--- config.mk ---
export PLATFORM = sky130hd
export DESIGN_NAME = player_move_ctrl
export DESIGN_NICKNAME = d
export VERILOG_FILES = /design/src/rtl/game_pkg.sv /design/src/rtl/btn_debounce.sv /design/src/rtl/player_move_ctrl.sv
export SDC_FILE = /design/constraint.sdc
export NUM_CORES = 1
export LEC_CHECK = 0
export BUFFER_PORTS_ARGS = -buffer_cell sky130_fd_sc_hd__buf_2
export CORE_UTILIZATION = 50
export CTS_BUF_LIST = sky130_fd_sc_hd__clkbuf_4 sky130_fd_sc_hd__clkbuf_8
export CTS_CLUSTER_DIAMETER = 80
export CTS_CLUSTER_SIZE = 25
export DETAILED_ROUTE_END_ITERATION = 8
export PLACE_DENSITY = 0.66
export SLEW_MARGIN = 40
export SYNTH_ARGS = -nofsm -noshare
export SYNTH_HDL_FRONTEND = slang
export SYNTH_SLANG_ARGS = --single-unit
export TNS_END_PERCENT = 10
--- constraint.sdc ---
create_clock -name i_Clk -period 8.1 [get_ports i_Clk]
set_clock_uncertainty 0.1 [all_clocks]
set_input_delay 1.62 -clock i_Clk [delete_from_list [all_inputs] [get_ports i_Clk]]
set_output_delay 1.62 -clock i_Clk [all_outputs]
set_load 0.02 [all_outputs]
--- src/rtl/game_pkg.sv ---
// ---------------------------------------------------------------------------
// game_pkg
// Shared types and default timing for the player movement front end.
//   move_state_e : hold/auto-repeat FSM state encoding
//   move_dir_e   : direction request / latched direction encoding
//   DEF_*        : default timing constants used as parameter defaults
//   dir_request  : maps debounced button levels to a direction request;
//                  both pressed is treated as neutral (NONE)
// ---------------------------------------------------------------------------
package game_pkg;

  typedef enum logic [1:0] {
    ST_IDLE       = 2'd0,
    ST_HOLD_DELAY = 2'd1,
    ST_REPEAT     = 2'd2
  } move_state_e;

  typedef enum logic [1:0] {
    DIR_NONE  = 2'd0,
    DIR_LEFT  = 2'd1,
    DIR_RIGHT = 2'd2
  } move_dir_e;

  localparam int DEF_SYNC_STAGES  = 2;
  localparam int DEF_DEBOUNCE_CYC = 50000;
  localparam int DEF_REPEAT_DELAY = 12500000;
  localparam int DEF_REPEAT_RATE  = 2500000;
  localparam int DEF_ACCEL_AFTER  = 8;
  localparam int DEF_CNT_W        = 24;

  function automatic move_dir_e dir_request(input logic left, input logic right);
    case ({left, right})
      2'b10:   dir_request = DIR_LEFT;
      2'b01:   dir_request = DIR_RIGHT;
      default: dir_request = DIR_NONE;
    endcase
  endfunction

endpackage

--- src/rtl/btn_debounce.sv ---
// ---------------------------------------------------------------------------
// btn_debounce
// Synchronizes one raw, asynchronous button level into i_Clk and debounces
// it: the debounced level only follows the synchronized level after
// DEBOUNCE_CYC consecutive cycles of disagreement.
// Ports:
//   i_Clk     : system clock
//   i_Rst     : asynchronous, active-high reset (all state to 0)
//   i_btn_raw : raw button level, asynchronous to i_Clk
//   o_level   : debounced level (registered)
// ---------------------------------------------------------------------------
module btn_debounce
  import game_pkg::*;
#(
  parameter int SYNC_STAGES  = DEF_SYNC_STAGES,
  parameter int DEBOUNCE_CYC = DEF_DEBOUNCE_CYC,
  parameter int CNT_W        = DEF_CNT_W
) (
  input  logic i_Clk,
  input  logic i_Rst,
  input  logic i_btn_raw,
  output logic o_level
);

  logic [SYNC_STAGES-1:0] sync_q, sync_d;
  logic                   level_q, level_d;
  logic [CNT_W-1:0]       cnt_q, cnt_d;
  logic                   sync_level;

  function automatic logic [CNT_W-1:0] sat_inc(input logic [CNT_W-1:0] v);
    sat_inc = (v == {CNT_W{1'b1}}) ? v : v + CNT_W'(1);
  endfunction

  assign sync_level = sync_q[SYNC_STAGES-1];

  always_comb begin
    sync_d  = {sync_q[SYNC_STAGES-2:0], i_btn_raw};
    level_d = level_q;
    cnt_d   = cnt_q;
    if (sync_level == level_q) begin
      cnt_d = '0;
    end else if (cnt_q == CNT_W'(DEBOUNCE_CYC - 1)) begin
      // DEBOUNCE_CYC consecutive disagreeing samples seen: accept new level
      level_d = sync_level;
      cnt_d   = '0;
    end else begin
      cnt_d = sat_inc(cnt_q);
    end
  end

  always_ff @(posedge i_Clk or posedge i_Rst) begin
    if (i_Rst) begin
      sync_q  <= '0;
      level_q <= 1'b0;
      cnt_q   <= '0;
    end else begin
      sync_q  <= sync_d;
      level_q <= level_d;
      cnt_q   <= cnt_d;
    end
  end

  assign o_level = level_q;

endmodule

--- src/rtl/player_move_ctrl.sv ---
// ---------------------------------------------------------------------------
// player_move_ctrl
// Converts raw left/right button levels into paced single-cycle step pulses
// for the player position datapath. A tap gives one step; holding a button
// gives a first step, then after REPEAT_DELAY cycles auto-repeat steps every
// REPEAT_RATE cycles. Both buttons pressed is neutral.
//
// Build option:
//   MOVE_ACCEL_EN : when defined, after ACCEL_AFTER repeat pulses in REPEAT
//                   the repeat interval drops to max(REPEAT_RATE/2, 1) until
//                   REPEAT is left. When undefined no accel counter exists.
//
// Ports:
//   i_Clk        : system clock
//   i_Rst        : asynchronous, active-high reset
//   i_btn_Left   : raw left button level (asynchronous)
//   i_btn_Right  : raw right button level (asynchronous)
//   i_enable     : movement enable; 0 forces IDLE and suppresses steps
//   o_step_Left  : one-cycle pulse, move left by one
//   o_step_Right : one-cycle pulse, move right by one
//   o_active     : high while in HOLD_DELAY or REPEAT
// ---------------------------------------------------------------------------
module player_move_ctrl
  import game_pkg::*;
#(
  parameter int SYNC_STAGES  = DEF_SYNC_STAGES,
  parameter int DEBOUNCE_CYC = DEF_DEBOUNCE_CYC,
  parameter int REPEAT_DELAY = DEF_REPEAT_DELAY,
  parameter int REPEAT_RATE  = DEF_REPEAT_RATE,
  parameter int ACCEL_AFTER  = DEF_ACCEL_AFTER,
  parameter int CNT_W        = DEF_CNT_W
) (
  input  logic i_Clk,
  input  logic i_Rst,
  input  logic i_btn_Left,
  input  logic i_btn_Right,
  input  logic i_enable,
  output logic o_step_Left,
  output logic o_step_Right,
  output logic o_active
);

  if (SYNC_STAGES < 2 || DEBOUNCE_CYC < 1 || REPEAT_DELAY < 1 || REPEAT_RATE < 1 ||
      ACCEL_AFTER < 1 || (64'd1 << CNT_W) <= 64'(DEBOUNCE_CYC) ||
      (64'd1 << CNT_W) <= 64'(REPEAT_DELAY)) begin : g_param_check
    $error("player_move_ctrl: illegal parameter combination");
  end

  logic             deb_left, deb_right;
  move_dir_e        req;
  move_state_e      state_q, state_d;
  move_dir_e        dir_q, dir_d;
  logic [CNT_W-1:0] rpt_cnt_q, rpt_cnt_d;
  logic [CNT_W-1:0] interval_m1;
  logic             step_left_q, step_left_d;
  logic             step_right_q, step_right_d;
  logic             active_q, active_d;
  logic             pulse;
  move_dir_e        pulse_dir;

  function automatic logic [CNT_W-1:0] sat_inc(input logic [CNT_W-1:0] v);
    sat_inc = (v == {CNT_W{1'b1}}) ? v : v + CNT_W'(1);
  endfunction

  btn_debounce #(
    .SYNC_STAGES (SYNC_STAGES),
    .DEBOUNCE_CYC(DEBOUNCE_CYC),
    .CNT_W       (CNT_W)
  ) u_deb_left (
    .i_Clk    (i_Clk),
    .i_Rst    (i_Rst),
    .i_btn_raw(i_btn_Left),
    .o_level  (deb_left)
  );

  btn_debounce #(
    .SYNC_STAGES (SYNC_STAGES),
    .DEBOUNCE_CYC(DEBOUNCE_CYC),
    .CNT_W       (CNT_W)
  ) u_deb_right (
    .i_Clk    (i_Clk),
    .i_Rst    (i_Rst),
    .i_btn_raw(i_btn_Right),
    .o_level  (deb_right)
  );

  assign req = dir_request(deb_left, deb_right);

`ifdef MOVE_ACCEL_EN
  localparam int FAST_RATE = (REPEAT_RATE / 2 > 1) ? REPEAT_RATE / 2 : 1;
  localparam int ACC_W     = $clog2(ACCEL_AFTER + 1);

  logic [ACC_W-1:0] acc_q, acc_d;

  assign interval_m1 = (acc_q >= ACC_W'(ACCEL_AFTER)) ? CNT_W'(FAST_RATE - 1)
                                                      : CNT_W'(REPEAT_RATE - 1);

  // Counts pulses issued from REPEAT; saturates at ACCEL_AFTER, clears on IDLE
  always_comb begin
    acc_d = acc_q;
    if (state_d == ST_IDLE) begin
      acc_d = '0;
    end else if (state_q == ST_REPEAT && pulse && acc_q < ACC_W'(ACCEL_AFTER)) begin
      acc_d = acc_q + ACC_W'(1);
    end
  end

  always_ff @(posedge i_Clk or posedge i_Rst) begin
    if (i_Rst) begin
      acc_q <= '0;
    end else begin
      acc_q <= acc_d;
    end
  end
`else
  assign interval_m1 = CNT_W'(REPEAT_RATE - 1);
`endif

  always_comb begin
    state_d   = state_q;
    dir_d     = dir_q;
    rpt_cnt_d = rpt_cnt_q;
    pulse     = 1'b0;
    pulse_dir = dir_q;

    case (state_q)
      ST_IDLE: begin
        rpt_cnt_d = '0;
        if (i_enable && req != DIR_NONE) begin
          pulse     = 1'b1;
          pulse_dir = req;
          dir_d     = req;
          state_d   = ST_HOLD_DELAY;
        end
      end

      ST_HOLD_DELAY: begin
        // Release, opposite press or both pressed all leave without a pulse
        if (!i_enable || req != dir_q) begin
          state_d   = ST_IDLE;
          rpt_cnt_d = '0;
        end else if (rpt_cnt_q == CNT_W'(REPEAT_DELAY - 1)) begin
          pulse     = 1'b1;
          rpt_cnt_d = '0;
          state_d   = ST_REPEAT;
        end else begin
          rpt_cnt_d = sat_inc(rpt_cnt_q);
        end
      end

      ST_REPEAT: begin
        if (!i_enable || req != dir_q) begin
          state_d   = ST_IDLE;
          rpt_cnt_d = '0;
        end else if (rpt_cnt_q >= interval_m1) begin
          // >= so a drop to the faster interval never skips past the match
          pulse     = 1'b1;
          rpt_cnt_d = '0;
        end else begin
          rpt_cnt_d = sat_inc(rpt_cnt_q);
        end
      end

      default: begin
        state_d   = ST_IDLE;
        rpt_cnt_d = '0;
      end
    endcase

    step_left_d  = pulse && (pulse_dir == DIR_LEFT);
    step_right_d = pulse && (pulse_dir == DIR_RIGHT);
    active_d     = (state_d != ST_IDLE);
  end

  always_ff @(posedge i_Clk or posedge i_Rst) begin
    if (i_Rst) begin
      state_q      <= ST_IDLE;
      dir_q        <= DIR_LEFT;
      rpt_cnt_q    <= '0;
      step_left_q  <= 1'b0;
      step_right_q <= 1'b0;
      active_q     <= 1'b0;
    end else begin
      state_q      <= state_d;
      dir_q        <= dir_d;
      rpt_cnt_q    <= rpt_cnt_d;
      step_left_q  <= step_left_d;
      step_right_q <= step_right_d;
      active_q     <= active_d;
    end
  end

  assign o_step_Left  = step_left_q;
  assign o_step_Right = step_right_q;
  assign o_active     = active_q;

endmodule
==> results by group <==
Outcome
  – Status: finished, final reports clean

Timing
  – Worst slew margin: 0.456
  – Fin. max-slew vios: 0
  – RSZ-0062 raised after global routing: false
  – Worst slew pin tran: between 0.8 and 0.9 ns
  – Minimum clock period: roughly 2.6 ns
  – Final WS setup: between 5 and 6 ns
  – Peak Freq: between 0.3 and 0.4 GHz
  – Final Hold Vio Count: 0
  – Setup violations, final: 0
  – Final period util: 0.323
  – Setup TNS: 0 ns

Clocking
  – TritonCTS buffer count: 9
  – Post-CTS resize count: 0
  – H-tree levels: 3
  – Longest Clk Path Bufs: 2
  – CTS tree: done
  – Root buf cell: clkbuf_8
  – Later-pin clock latency in the skew report: roughly 0.38 ns
  – Clock transition at the registers of the reported paths: approximately 0.080 ns
  – Hold Buf Count CTS: 0
  – Clk sinks: 85
  – Post-CTS setup buffer count: 0

Setup path
  – Worst Path Max Fanout: 1
  – Crit start category: flip-flop
  – CP endpoint kind: output port
  – Launch point of the worst path: o_step_Right
  – Worst-path cell chain: buf_2
  – Maximum single-stage delay on the critical path: around 0.37 ns
  – Reg2reg start: rpt_cnt_q[0]
  – Arrival @ worst endpoint: just under 0.9 ns
  – CP required: about 6.4 ns
  – Worst path buffer plus inverter count: 1
  – Critical-path top delay cell: dfrtp_1
  – Critical path class: reg -> out
  – CP top delay family: flip-flops

Floorplanning
  – Die Y: 102 um
  – Initial Util: 0.516
  – Die W: between 100 and 150 um
  – Die area: about 10000 um2
  – Floorplan core area: 9730 um2
  – Std-Cell Rows: 36
  – IO Pins: 8

Yosys
  – Seq/Total Area, Yosys: 0.424
  – Yosys synthesis warning count: 0
  – Ys async rst share: 1.00
  – Post-synth EDFFs: 0
  – #FFs+latches synth: 85
  – Yosys cell types: around 70
  – Synth Flop Type: dfrtp_1
  – Mapped Nets: between 500 and 600
  – Post-Synthesis Cells: approximately 510
  – Cell area after synthesis: approximately 5000 um2
  – Syn_area_per_cell: around 9.8 um2

Pwr
  – Pwr dens: 151 nW/um2
  – Peak supply drop: about 0.12 mV
  – Leakage: ~2.1 nW

Detailed routing
  – DR vias/cell: around 6.0
  – Per-cell routed wire length: about 16 um
  – DRC: 0
  – Number of routed nets with antenna violations: 0
  – Total wire length: 10000 um
  – Detailed router's first-iteration violation count: 130
  – Via count: 3850
  – Initial DRT Pass Iterations: 4

GRT
  – Overflow after GRT: 0
  – First-pass GRT wire length: approximately 17000 um
  – Initial antenna violation count: 0
  – Vias in the first global route: roughly 3600
  – Total global routing track utilization: 0.212
  – Largest net degree at the start of global routing: 86

Placed design
  – Dpl ws: approximately 5 ns
  – IO buf count: 7
  – RD Place Congestion: ~0.84
  – DP Wirelength: between 6000 and 7000 um

Hold path
  – Min-delay src: u_deb_right.sync_q[0]
  – Worst hold path type: reg -> reg

Finish
  – Final Net Count: 521
  – Fillers: around 910
  – Area grow syn2layout: 5.44%
  – Share of cells above drive strength 1: 0.117
  – Multi-input logic area: approximately 2700 um2
  – Sequential cell area: 2130 um2
  – # diodes: 0

Run
  – MaxCap Viol Count: 0
## sequential cells by signal, summed over array words and instances, names as in the netlist
| signal | flops |
|---|---|
| u_deb_right.o_level | 1 |
| u_deb_right.sync_q | 2 |
| u_deb_left.sync_q | 2 |
| u_deb_left.o_level | 1 |
| o_step_Right | 1 |
| u_deb_left.cnt_q | 24 |
| dir_q | 2 |
| u_deb_right.cnt_q | 24 |
| o_step_Left | 1 |
| o_active | 1 |
| rpt_cnt_q | 24 |
| state_q | 2 |
## cell type report
cell class	instances	share of cell area
Sequential cell	85	0.402
Timing Repair Buffer	11	0.0135
Clock inverter	4	0.0132
Tap cell	133	0.0315
Multi-Input combinational cell	392	0.504
Clock buffer	12	0.0300
Inverter	8	0.00591
## where the power goes
group	internal (mW)	switching, mW
combinational	0.00580	0.0155
clock	0.193	0.152
sequential	0.427	0.00353
total	0.626	0.171
## worst paths after layout
path	to	slack [ns]	depth (start not counted)
worst max-delay path	o_step_Right	5.49	1
worst min-delay path	u_deb_right.sync_q[1]	0.27	0
worst max register to register	rpt_cnt_q[17]	5.72	6
worst min register to register	u_deb_right.sync_q[1]	0.27	0
max in group asynchronous	u_deb_right.cnt_q[0]	6.10	3
min in group asynchronous	rpt_cnt_q[21]	1.31	3
## logic make-up after synthesis
logic type,Yosys count,share of synthesized area
muxes,7,0.0145
DFF,85,0.424
and+or+nand+nor,234,0.265
buffers and inverters,37,0.0459
xor gates and xnor gates,47,0.0820
adders and majority gates,9,0.0224
AOI/OAI and AO/OA,95,0.146
## metrics by stage
stage	power, mW	utilization	instances	area [um2]	hold WS [ns]
after floorplan	0.454	-	514	5020	0.231
after global placement	0.460	0.517	627	5030	0.240
after detailed placement	0.461	0.520	629	5060	0.248
after CTS	0.808	0.543	645	5290	0.270
after global routing	0.826	0.544	645	5290	0.282
final	0.797	0.544	645	5290	0.272
## synth_stat cells (3+ instances only)
cell type,number,area (um2)
xnor2_1,39,342
clkbuf_2,3,15.0
clkbuf_1,4,15.0
ha_1,9,113
o21ai_0,8,40.0
o211ai_1,3,22.5
a21oi_1,25,125
or4_1,7,52.6
xor2_1,8,70.1
and4_2,3,30.0
and4_1,11,96.3
inv_1,8,30.0
a2111oi_0,4,35.0
nor3_1,9,45.0
buf_4,3,22.5
buf_2,11,55.1
dfrtp_1,84,2100
a311oi_1,4,35.0
nor2_1,59,221
or3_1,5,31.3
and2_1,4,25.0
nand4_1,26,163
buf_6,7,78.8
nand3b_1,3,22.5
nand2_1,33,124
nand2b_1,4,25.0
and3_1,12,75.1
a31oi_1,10,62.6
nor4_1,10,62.6
o31ai_1,4,30.0
mux2i_1,5,50.1
a211oi_1,13,97.6
nand3_1,24,120
## cells in the final DEF, fill, tap and decap left out, types with 4 or more instances in the layout
cell,synthesis,final
dfrtp_1,84,84
nor2_1,59,59
xnor2_1,39,39
nand2_1,33,33
nand4_1,26,26
a21oi_1,25,25
nand3_1,24,24
a211oi_1,13,13
and3_1,12,12
clkbuf_8,1,12
and4_1,11,11
nor4_1,10,10
a31oi_1,10,10
ha_1,9,9
xor2_1,8,8
nor3_1,9,8
o21ai_0,8,8
or4_1,7,7
inv_1,8,7
buf_2,11,7
or3_1,5,5
mux2i_1,5,5
a2111oi_0,4,4
a311oi_1,4,4
o31ai_1,4,4
and2_1,4,4
nand2b_1,4,4
## layer usage
layer  vias to the layer above  track usage  wire, um
met5                         -            0         0
met4                         0       0.0505       106
met3                         6       0.0609       405
met2                        74        0.336      4730
met1                      1884        0.289      4760
li1                       1886            -         -
(Power assumes the default switching activity.)
